### src/rtl/timer_frame_tx.sv
// Serial command-frame transmitter for the timer receiver: sends sync + 4-bit delay
// MSB-first, waits for done, returns a one-cycle ack, aborts on timeout.
module timer_frame_tx #(
    parameter logic [3:0] SYNC_PATTERN = 4'b1101,
    parameter int         TIMEOUT      = 17000
) (
    input  logic       clk,
    input  logic       reset,
    input  logic       start,
    input  logic [3:0] delay,
    input  logic       done,
    output logic       data,
    output logic       busy,
    output logic       ack,
    output logic       timeout_err
);

    typedef enum logic [2:0] {
        ST_IDLE      = 3'd0,
        ST_SYNC      = 3'd1,
        ST_DLY       = 3'd2,
        ST_WAIT_DONE = 3'd3,
        ST_ACK       = 3'd4
    } state_t;

    // Abort fires on the edge at which the counter would reach TIMEOUT.
    localparam logic [17:0] CNT_LAST = 18'(TIMEOUT - 1);

    state_t      state_q, state_d;
    logic [1:0]  bit_q, bit_d;
    logic [1:0]  bit_nxt;
    logic [17:0] cnt_q, cnt_d;
    logic [3:0]  delay_q, delay_d;
    logic        data_q, data_d;
    logic        busy_q, busy_d;
    logic        ack_q, ack_d;
    logic        tmo_q, tmo_d;

    // Next-state and next-output decode; outputs are computed for the state being entered.
    always_comb begin
        state_d = state_q;
        bit_d   = bit_q;
        cnt_d   = cnt_q;
        delay_d = delay_q;
        data_d  = 1'b0;
        busy_d  = 1'b0;
        ack_d   = 1'b0;
        tmo_d   = 1'b0;
        bit_nxt = bit_q + 2'd1;

        case (state_q)
            ST_IDLE: begin
                bit_d = 2'd0;
                if (start) begin
                    state_d = ST_SYNC;
                    delay_d = delay;
                    data_d  = SYNC_PATTERN[3];
                    busy_d  = 1'b1;
                end else begin
                    state_d = ST_IDLE;
                end
            end
            ST_SYNC: begin
                busy_d = 1'b1;
                if (bit_q == 2'd3) begin
                    state_d = ST_DLY;
                    bit_d   = 2'd0;
                    data_d  = delay_q[3];
                end else begin
                    bit_d  = bit_nxt;
                    data_d = SYNC_PATTERN[~bit_nxt];
                end
            end
            ST_DLY: begin
                busy_d = 1'b1;
                if (bit_q == 2'd3) begin
                    state_d = ST_WAIT_DONE;
                    bit_d   = 2'd0;
                    cnt_d   = 18'd0;
                end else begin
                    bit_d  = bit_nxt;
                    data_d = delay_q[~bit_nxt];
                end
            end
            ST_WAIT_DONE: begin
                cnt_d = cnt_q + 18'd1;
                // done takes priority over a simultaneous timeout
                if (done) begin
                    state_d = ST_ACK;
                    ack_d   = 1'b1;
                    busy_d  = 1'b1;
                end else if (cnt_q == CNT_LAST) begin
                    state_d = ST_IDLE;
                    tmo_d   = 1'b1;
                end else begin
                    busy_d = 1'b1;
                end
            end
            ST_ACK: begin
                state_d = ST_IDLE;
            end
            default: begin
                state_d = ST_IDLE;
            end
        endcase
    end

    // State and output registers with synchronous reset.
    always_ff @(posedge clk) begin
        if (reset) begin
            state_q <= ST_IDLE;
            bit_q   <= 2'd0;
            cnt_q   <= 18'd0;
            delay_q <= 4'd0;
            data_q  <= 1'b0;
            busy_q  <= 1'b0;
            ack_q   <= 1'b0;
            tmo_q   <= 1'b0;
        end else begin
            state_q <= state_d;
            bit_q   <= bit_d;
            cnt_q   <= cnt_d;
            delay_q <= delay_d;
            data_q  <= data_d;
            busy_q  <= busy_d;
            ack_q   <= ack_d;
            tmo_q   <= tmo_d;
        end
    end

    assign data        = data_q;
    assign busy        = busy_q;
    assign ack         = ack_q;
    assign timeout_err = tmo_q;

endmodule

### config.mk
export PLATFORM = sky130hd
export DESIGN_NAME = timer_frame_tx
export DESIGN_NICKNAME = d
export VERILOG_FILES = /design/src/rtl/timer_frame_tx.sv
export SDC_FILE = /design/constraint.sdc
export NUM_CORES = 1
export LEC_CHECK = 0
export ABC_AREA = 1
export BUFFER_PORTS_ARGS = -buffer_cell sky130_fd_sc_hd__buf_2
export CAP_MARGIN = 10
export CORE_MARGIN = 4
export CORE_UTILIZATION = 60
export CTS_CLUSTER_DIAMETER = 80
export CTS_CLUSTER_SIZE = 10
export DETAILED_ROUTE_END_ITERATION = 7
export PLACE_DENSITY = 0.79
export SLEW_MARGIN = 15
export SYNTH_ARGS = -nofsm -noshare
export SYNTH_HDL_FRONTEND = slang
export SYNTH_SLANG_ARGS = --single-unit
export TNS_END_PERCENT = 30
### constraint.sdc
create_clock -name clk -period 3.4 [get_ports clk]
set_clock_uncertainty 0.15 [all_clocks]
set_input_delay 0.34 -clock clk [delete_from_list [all_inputs] [get_ports clk]]
set_output_delay 0.34 -clock clk [all_outputs]
set_load 0.1 [all_outputs]
Word-level counts from Yosys, hierarchy flattened:

Cells that the tools add are included.
Widths: inputs -> output; s select.

* output and inout port bits: 4
* RAM bits: 0
* input bits: 8
* register bits after elaboration: 31
* bits in latches: 0
* bits in read-only memories: 0
* word-level logic and storage cells: 53
* memories kept: 0

* equality and inequality tests: 8
* div/mod/pow operators: 0
* reductions and logical operators: 9
* $mul: 0
* $lt $le $gt $ge: 1
* bitwise gates (word level): 2
* multiplexer cells: 23
* shifts and indexed selects: 0
* add/sub/neg operators: 2

Operator list (count)
* $pmux 18 s2: 1
* $add 18x1->18 const B: 1
* $eq 18x15->1 const B: 1
* $mux 18: 1
* $mux 3: 4
* $pmux 3 s4: 1
* $mux 1: 10
* $eq 3x2->1 const B: 2
* $pmux 1 s3: 2
* $bmux 1 s2: 2
* $ne 2x2->1 const B: 2
* $pmux 2 s2: 1
* $reduce_and 2->1: 2
* $reduce_bool 2->1: 2
* $reduce_or 2->1: 2
* $eq 3x1->1 const B: 1
* $logic_not 3->1: 1
* $lt 2x3->1 const B: 1
* $ne 3x3->1 const B: 1
* $reduce_and 3->1: 1
* $reduce_or 3->1: 1
* $add 2x1->2 const B: 1
* $eq 2x2->1 const B: 1
* $mux 2: 1
* 2 further kinds: 2

Longest topological paths before layout:

Gate-level depths: netlist of run 1.

* word-level depth: 6
* mapped depth: 9
* gate-level depth less buffers: 9

Worst setup path after synthesis of run 1:

Ideal clock, no wire load.

* path type: register to register
* from: register bit_q[0]
* to: register cnt_q[17]
* required time: 3.132 ns
* setup slack: 1.864 ns
* setup time: 0.118 ns
* data arrival time: 1.268 ns
* period minus slack after synthesis: 1.536 ns
* buffers on the path: 0
* stages on the path, launching flop included: 8
* cell sequence: dfxtp_1 > ha_1 > inv_1 > nor3_1 > nor2_1 > o21bai_1 > nand2_1 > nor2_1

* cells in the longest elaborated chain, start to end: 3

Ends and longest elaborated chain
* from (decl): RTL line 30 `logic [1:0] bit_q, bit_d;`
* from (signal assigned): RTL line 121 `bit_q <= bit_d;`
* $eq 2x2->1: RTL line 76 `if (bit_q == 2'd3) begin`
* $ne 2x2->1 (no source line)
* $reduce_and 2->1 (no source line)
* to (signal assigned): RTL line 122 `cnt_q <= cnt_d;`
* to (decl): RTL line 32 `logic [17:0] cnt_q, cnt_d;`

No other way between the ends.
A chain may end at the register's enable or synchronous reset.

Worst setup path after layout of run 1:

* from: register state_q[0]
* to: register cnt_q[6]

* cells in the longest elaborated chain, start to end: 3
* elaborated cells on any way between the ends: 6

Ends and longest elaborated chain
* from (decl): RTL line 29 `state_t state_q, state_d;`
* from (signal assigned): RTL line 120 `state_q <= state_d;`
* $eq 3x2->1: RTL line 51 `case (state_q)`
* $ne 2x2->1 (no source line) / $reduce_bool 2->1 (equally long branches)
* $reduce_and 2->1 (no source line)

Several ways; a longest one is shown, not always the timed one.

==> run summary, run 1 <==
drt first-iter violations: 115
crit path max fanout: 12
Final Critical Period: 1.87 ns
CTS buffer count: 5
critical path endpoint category: flip-flop
gpl congestion: 0.881
Place WS: 1.58 ns
residual DRC count: 0
footprint of the multi-input gates: 868 um2
Worst-Margin Slew: 0.630 ns
register area: 621 um2
reg2reg start: state_q[0]$_SDFFE_PP0P_
r2r setup slk: 1.53 ns
Worst VDD drop: 0.846 mV
Worst Hold Class: in -> reg
Die Ht: 60.2 um
clock latency on the worst-skew pair: 0.34 ns
post-synth cell types: 30
syn avg cell area: 6.91 um2
Ports: 12
final count of pins violating max slew: 0
area growth from synthesis to layout: 9.71%
syn nets: 248
clock sinks: 31
Placed Area: 1710 um2
leak pwr: 0.747 nW
clock tree buffer depth: 2
Yosys Warn Count: 0
Clock transition at path regs: 0.10 ns
antenna violations before repair: 0
drt first pass iters: 5
RSZ-0062 raised after global routing: false
area leader, netlist: dfxtp_1
row cnt: 18
post-cts sizing count: 0
initial core utilization: 0.643
Setup crit start kind: flip-flop
Setup Fix Bufs, Post-CTS: 0
Clk Tree Root Cell: clkbuf_4
die footprint: 3630 um2
register area share after synthesis: 0.379
CTS H-tree lvls: 2
fraction of layout cells with a size suffix above 1: 0.126
top post-synthesis cells by area: dfxtp_1, nand2_1, inv_1
crit path kind: reg -> reg
synthesized flop and latch total: 31
CP Data Arrival Time: 1.98 ns
synthesized area: 1640 um2
share of power burned in registers: 0.420
Critical path origin: state_q[0]$_SDFFE_PP0P_
Slew Limit Headroom: 0.579
Fill cells: 233
Max Clk Rate: 534 MHz
cell area after layout: 1800 um2
largest net degree at the start of global routing: 19
Global Route Usage Sum: 0.222
Sw Ratio: 0.371
Synth Instances: 237
wire per inst: 12.1 um
Hold Buf Count CTS: 0
worst r2r dst: cnt_q[6]$_SDFFE_PP0P_
post-route setup slack: 1.53 ns
CP Capture Point: cnt_q[6]$_SDFFE_PP0P_
HPWL Detailed: 2440 um
Clock power frac: 0.291
Congestion Overflow GR: 0
Pwr Density: 584 nW/um2
Setup TNS: 0 ns
final-report hold violation count: 0
Worst Path Required: 3.51 ns
ant diodes: 0
status: finished, final reports clean
nets: 263
Finish-stage setup viols: 0
PortBufs: 11
P_sw: 0.389 mW
Final Util: 0.706
chip width: 60.2 um
vias in the first global route: 1339
ratio of final minimum period to clock period: 0.550
P_int: 0.659 mW
first-pass GRT wire length: 5930 um
via count: 1516
Routed Antenna Nets: 0
Worst Reg-to-Reg Cells: 6
Logic pwr share: 0.289
via density per instance: 5.36
final wirelength: 3420 um
TritonCTS clock tree: built
CORE AREA: 2540 um2
share of the synthesized area in the top cell type: 0.379
MaxCap Viol Count: 0
[flip-flops by register name, indices dropped and copies added (netlist names)]
name	flops
bit_q	2
ack	1
cnt_q	18
state_q	3
timeout_err	1
busy	1
data	1
delay_q	4
[routing by layer]
layer	vias to the layer above	GRT usage	part of all wire
met2	51	0.312	0.41
met4	0	0.104	0.020
met1	650	0.320	0.49
met3	8	0.0454	0.086
met5	-	0	0
li1	807	-	-
[cells in the final DEF, fill, tap and decap left out, drive strengths merged]
master  instances
or2             1
nand4           4
a32o            1
o21ai          16
inv            32
clkinv          1
nor3            4
clkbuf          6
o21bai          2
nand2          58
o31ai           2
o211ai          2
dfxtp          31
a21o            1
a31oi           1
buf            12
nor2           32
nand3          18
a22oi           2
bufinv          1
a211oi          1
ha              3
a21oi          22
[power groups by stage]
stage,Combinational [mW],Sequential (mW),Clock (mW)
finish,0.303,0.441,0.305
global placement,0.300,0.447,0
floorplan,0.168,0.523,0
detailed placement,0.300,0.449,0
global route,0.339,0.449,0.328
CTS,0.301,0.440,0.314
[worst max-delay path, cell delays in order (launching register included)]
cell and delay (ns):
dfxtp_1 0.41, nand2_1 0.09, nor2_2 0.49, inv_2 0.15
nor2_4 0.15, inv_1 0.11, o31ai_1 0.23
[logic make-up after synthesis]
kind of cell,Yosys count,synth area share
DFF,31,0.379
AOI/OAI and AO/OA,50,0.172
and+or+nand+nor,117,0.336
adders and majority gates,3,0.0229
buffers and inverters,36,0.0902
[cells in the mapped netlist, drive strengths merged]
cell type   n
o211ai      2
nor2       32
dfxtp      31
a31oi       1
nand2      58
nand3      18
nor3        4
a22oi       2
clkbuf      2
a21o        1
o21bai      2
ha          3
o31ai       2
inv        32
a32o        1
o21ai      16
a21oi      22
a211oi      1
nand4       4
buf         2
or2         1
[worst min-delay path by stage]
stage / depth (start not counted) / startpoint / slack [ns] / to
5_1_grt: 3 / delay[2] / 0.09 / delay_q[2]$_SDFFE_PP0P_
3_5_place_dp: 2 / delay_q[1]$_SDFFE_PP0P_ / 0.30 / delay_q[1]$_SDFFE_PP0P_
6_report: 3 / delay[0] / 0.08 / delay_q[0]$_SDFFE_PP0P_
4_1_cts: 3 / delay[0] / 0.07 / delay_q[0]$_SDFFE_PP0P_
3_3_place_gp: 2 / delay_q[1]$_SDFFE_PP0P_ / 0.30 / delay_q[1]$_SDFFE_PP0P_
2_1_floorplan: 1 / cnt_q[3]$_SDFFE_PP0P_ / 0.28 / cnt_q[3]$_SDFFE_PP0P_
[per-stage QoR]
step                hold WS (ns)  power (mW)  instances
detailed placement         0.303       0.749        275
floorplan                  0.279       0.691        237
global route              0.0938        1.12        283
global placement           0.297       0.747        275
CTS                       0.0721        1.06        283
finish                    0.0850        1.05        283
[area by class of cell]
class                           instances  area share
Inverter                               32      0.0669
Sequential cell                        31       0.346
Multi-Input combinational cell        170       0.484
Timing Repair Buffer                   12      0.0348
Clock buffer                            6      0.0286
Tap cell                               30      0.0209
Clock inverter                          2      0.0195
Note: power is estimated with default switching activity, not from simulation.
==> inputs of run 2 (changes only) <==
Settings changed: CORE_UTILIZATION 60 to 59, PLACE_DENSITY 0.79 to 0.78.
Clock period 3.4 ns to 1.9 ns, I/O delays scaled along.
==> run summary, run 2 (same netlist as run 1, synthesis figures left out) <==
final-report hold violation count: 0
final wirelength: 3620 um
leak pwr: 0.775 nW
status: finished, final reports clean
crit path max fanout: 6
Ports: 12
ratio of final minimum period to clock period: 0.891
clock latency on the worst-skew pair: 0.33 ns
initial core utilization: 0.637
r2r setup slk: 0.21 ns
Tot Pwr: 1.78 mW
first-pass GRT wire length: 6260 um
chip width: 60.7 um
max reg flops: 18
RSZ-0062 raised after global routing: false
Largest Register: cnt_q
Worst-Margin Slew: 0.559 ns
Clk Tree Root Cell: clkbuf_4
residual DRC count: 0
CORE AREA: 2570 um2
MaxCap Viol Count: 0
Global Route Usage Sum: 0.234
antenna violations before repair: 0
nets: 272
Max Clk Rate: 590 MHz
commonest non-fill, non-tap cell in the layout: nand2_1
drt first-iter violations: 96
CTS buffer count: 5
Clock transition at path regs: 0.09 ns
Die Ht: 60.7 um
Setup crit start kind: flip-flop
Top Registers: cnt_q: 18 flops, delay_q: 4 flops, state_q: 3 flops
CTS H-tree lvls: 2
Worst Reg-to-Reg Cells: 8
Setup TNS: 0 ns
Final Util: 0.719
largest net degree at the start of global routing: 19
critical path endpoint category: flip-flop
clock tree buffer depth: 2
clock sinks: 31
Critical path origin: bit_q[0]$_SDFFE_PP0P_
ant diodes: 0
gpl congestion: 0.828
CP Capture Point: cnt_q[16]$_SDFFE_PP0P_
area growth from synthesis to layout: 12.8%
cell area after layout: 1850 um2
most frequent cells in the layout: nand2_1, inv_1, dfxtp_1
Hold Slack: 0.0512 ns
Setup Fix Bufs, Post-CTS: 0
drt first pass iters: 4
Congestion Overflow GR: 0
via density per instance: 5.37
final count of pins violating max slew: 0
Pwr Density: 962 nW/um2
PortBufs: 11
TritonCTS clock tree: built
Final Critical Period: 1.69 ns
Placed Area: 1740 um2
die footprint: 3680 um2
via count: 1563
Finish-stage setup viols: 0
Worst Hold Class: in -> reg
Routed Antenna Nets: 0
HPWL Detailed: 2640 um
fraction of layout cells with a size suffix above 1: 0.134
wire per inst: 12.4 um
Worst VDD drop: 1.19 mV
reg2reg start: bit_q[0]$_SDFFE_PP0P_
vias in the first global route: 1436
row cnt: 18
CP Data Arrival Time: 1.78 ns
worst r2r dst: cnt_q[16]$_SDFFE_PP0P_
Slew Limit Headroom: 0.627
Worst Path Required: 1.99 ns
crit path kind: reg -> reg
[run 2: changes by cell type in the layout (fill, tap and decap cells not counted)]
| cell | previous run | this run |
|---|---|---|
| dlygate4sd3_1 | 0 | 5 |
| buf_4 | 1 | 5 |
| bufinv_16 | 1 | 0 |
[run 2: power by group]
part           internal, mW  switching [mW]  leakage (nW)
logic                 0.181           0.429         0.489
clock network         0.171           0.221        0.0341
registers             0.726          0.0482         0.252
total                  1.08           0.698         0.775
[run 2: cell type report]
| class | count | area (um2) |
|---|---|---|
| fillers | 210 | 722 |
| repair buffers | 21 | 143 |
| well taps | 30 | 37.5 |
| clock inverters | 1 | 5.00 |
| flip-flops and latches | 31 | 621 |
| clock buffers | 6 | 51.3 |
| multi-input cells | 170 | 868 |
| inverters | 32 | 120 |
[run 2: worst min path at each step]
| stage | from | end | slack (ns) | cells after the start |
|---|---|---|---|---|
| 2_1_floorplan | delay[0] | delay_q[0]$_SDFFE_PP0P_ | 0.18 | 2 |
| 3_3_place_gp | delay_q[1]$_SDFFE_PP0P_ | delay_q[1]$_SDFFE_PP0P_ | 0.29 | 2 |
| 3_5_place_dp | delay[2] | delay_q[2]$_SDFFE_PP0P_ | 0.30 | 3 |
| 4_1_cts | reset | delay_q[0]$_SDFFE_PP0P_ | 0.05 | 2 |
| 5_1_grt | reset | cnt_q[4]$_SDFFE_PP0P_ | 0.05 | 2 |
| 6_report | reset | delay_q[2]$_SDFFE_PP0P_ | 0.05 | 2 |
[run 2: metal layers]
metal | part of all wire | GRT usage | wire length, um | vias to the layer above
li1 | - | - | - | 828
met1 | 0.49 | 0.314 | 1770 | 685
met3 | 0.067 | 0.0511 | 244 | 2
met2 | 0.44 | 0.356 | 1580 | 48
met5 | 0 | 0 | 0 | -
met4 | 0.0058 | 0.111 | 21 | 0
[run 2: worst max-delay path: stages, from the launching register on]
cell and delay, ns:
dfxtp_1 0.34, ha_1 0.25, inv_1 0.09, nor3_1 0.39, inv_1 0.14, nand2_1 0.08, nand2_1 0.05, nand2_1 0.05
nor2_1 0.05
[run 2: what timing repair did]
item	in CTS	in global routing
resized for setup	0	0
hold buffers	5	0
hold endpoints to repair	7	0
[run 2: per-stage QoR]
step | cells | setup WS, ns
after CTS | 291 | 0.212
after global placement | 279 | 0.314
final | 291 | 0.206
after detailed placement | 279 | 0.237
after global routing | 291 | 0.0576
after floorplan | 237 | 0.364
==> inputs of run 3 (changes only) <==
Settings changed: CORE_ASPECT_RATIO set to 1.5.
==> run summary, run 3 (same netlist as run 1, synthesis figures left out) <==
status: finished, final reports clean
final wirelength: 3830 um
clock sinks: 31
Clk Tree Root Cell: clkbuf_8
Setup TNS: 0 ns
Worst VDD drop: 0.697 mV
Setup Fix Bufs, Post-CTS: 0
critical path endpoint category: flip-flop
antenna violations before repair: 0
final count of pins violating max slew: 0
Pwr Density: 1010 nW/um2
slowest CP cell: nor3_1
crit-path max cell delay: 0.36 ns
Routed Antenna Nets: 0
nets: 269
Global Route Usage Sum: 0.242
initial core utilization: 0.612
Post-Layout Cell Count: 296
max reg flops: 18
CTS buffer count: 5
CTS H-tree lvls: 2
die footprint: 3700 um2
cell area after layout: 1850 um2
via density per instance: 5.38
Worst Hold Class: in -> reg
MaxCap Viol Count: 0
clock tree buffer depth: 2
Clock transition at path regs: 0.06 ns
gpl congestion: 0.925
ant diodes: 0
crit path buf inv count: 2
TritonCTS clock tree: built
Placed Area: 1760 um2
Final Util: 0.691
commonest non-fill, non-tap cell in the layout: nand2_1
PortBufs: 11
dpl cells: 287
most frequent cells in the layout: nand2_1, inv_1, dfxtp_1
Slew Limit Headroom: 0.624
delay-heaviest family, CP: simple AND/OR/NAND/NOR gates
Hold Path Origin: delay[2]
fraction of layout cells with a size suffix above 1: 0.143
chip width: 51 um
CP Data Arrival Time: 1.71 ns
drt first-iter violations: 66
first-pass GRT wire length: 6760 um
Setup crit start kind: flip-flop
Congestion Overflow GR: 0
Hold Slack: 0.000874 ns
CORE AREA: 2680 um2
residual DRC count: 0
crit path cell chain: ha_1 > inv_1 > nor3_1 > inv_1 > nand2_1 > nand2_1 > nand2_1 > nor2_1
crit path max fanout: 6
Place WS: 0.249 ns
row cnt: 23
final-report hold violation count: 0
most frequent CP cell: nand2_1
Largest Register: cnt_q
Worst-Margin Slew: 0.563 ns
Top Registers: cnt_q: 18 flops, delay_q: 4 flops, state_q: 3 flops
RSZ-0062 raised after global routing: false
Die Ht: 72.5 um
crit path kind: reg -> reg
Final Critical Period: 1.67 ns
via count: 1593
HPWL Detailed: 2800 um
wire per inst: 12.9 um
reg2reg start: bit_q[0]$_SDFFE_PP0P_
post-route setup slack: 0.228 ns
Tot Pwr: 1.87 mW
drt first pass iters: 4
Finish-stage setup viols: 0
largest net degree at the start of global routing: 19
clock latency on the worst-skew pair: 0.29 ns
Ports: 12
vias in the first global route: 1556
Worst Path Required: 1.94 ns
ratio of final minimum period to clock period: 0.880
leak pwr: 0.777 nW
Critical path origin: bit_q[0]$_SDFFE_PP0P_
area growth from synthesis to layout: 13.0%
Max Clk Rate: 598 MHz
==> run 3: cell count changes in the layout (fill, tap and decap cells not counted) <==
cell / delta
dlygate4sd3_1: -4
buf_4: +1
clkbuf_4: -5
clkbuf_8: +4
clkinv_2: +2
==> run 3: final cells by class <==
class	instances	area, um2
inverter	32	120
tap	37	46.3
sequential	31	621
timing repair buffer	18	110
clock inverter	3	15.0
clock buffer	5	68.8
fill	261	827
multi-input combinational	170	868
==> run 3: timing repair <==
item / CTS / global route
hold endpoints to repair: 1 / 0
endpoints found under the setup margin: 0 / 0
hold buffers: 1 / 0
resized for setup: 0 / 0
==> run 3: final timing paths <==
check,endpoint,slack [ns],depth (start not counted)
max reg2reg,cnt_q[16]$_SDFFE_PP0P_,0.23,8
max,cnt_q[16]$_SDFFE_PP0P_,0.23,8
min,delay_q[2]$_SDFFE_PP0P_,0.0009,3
min reg2reg,cnt_q[3]$_SDFFE_PP0P_,0.31,1
==> run 3: worst reg2reg max path, cell delays in order, from the launching register on <==
cell,delay (ns)
dfxtp_1,0.33
ha_1,0.25
inv_1,0.11
nor3_1,0.36
inv_1,0.14
nand2_1,0.09
nand2_1,0.05
nand2_1,0.05
nor2_1,0.04
==> run 3: power breakdown <==
| part | switching [mW] | internal (mW) | total (mW) |
|---|---|---|---|
| Clock | 0.250 | 0.250 | 0.500 |
| Sequential | 0.0487 | 0.727 | 0.776 |
| Combinational | 0.429 | 0.167 | 0.596 |
| Total | 0.728 | 1.14 | 1.87 |
==> run 3: per-layer routing <==
layer,wire (um),share of wire,track usage,vias up
met5,0,0,0,-
met4,99,0.026,0.126,0
met3,148,0.039,0.0595,11
met2,2130,0.56,0.442,41
met1,1450,0.38,0.249,726
li1,-,-,-,815
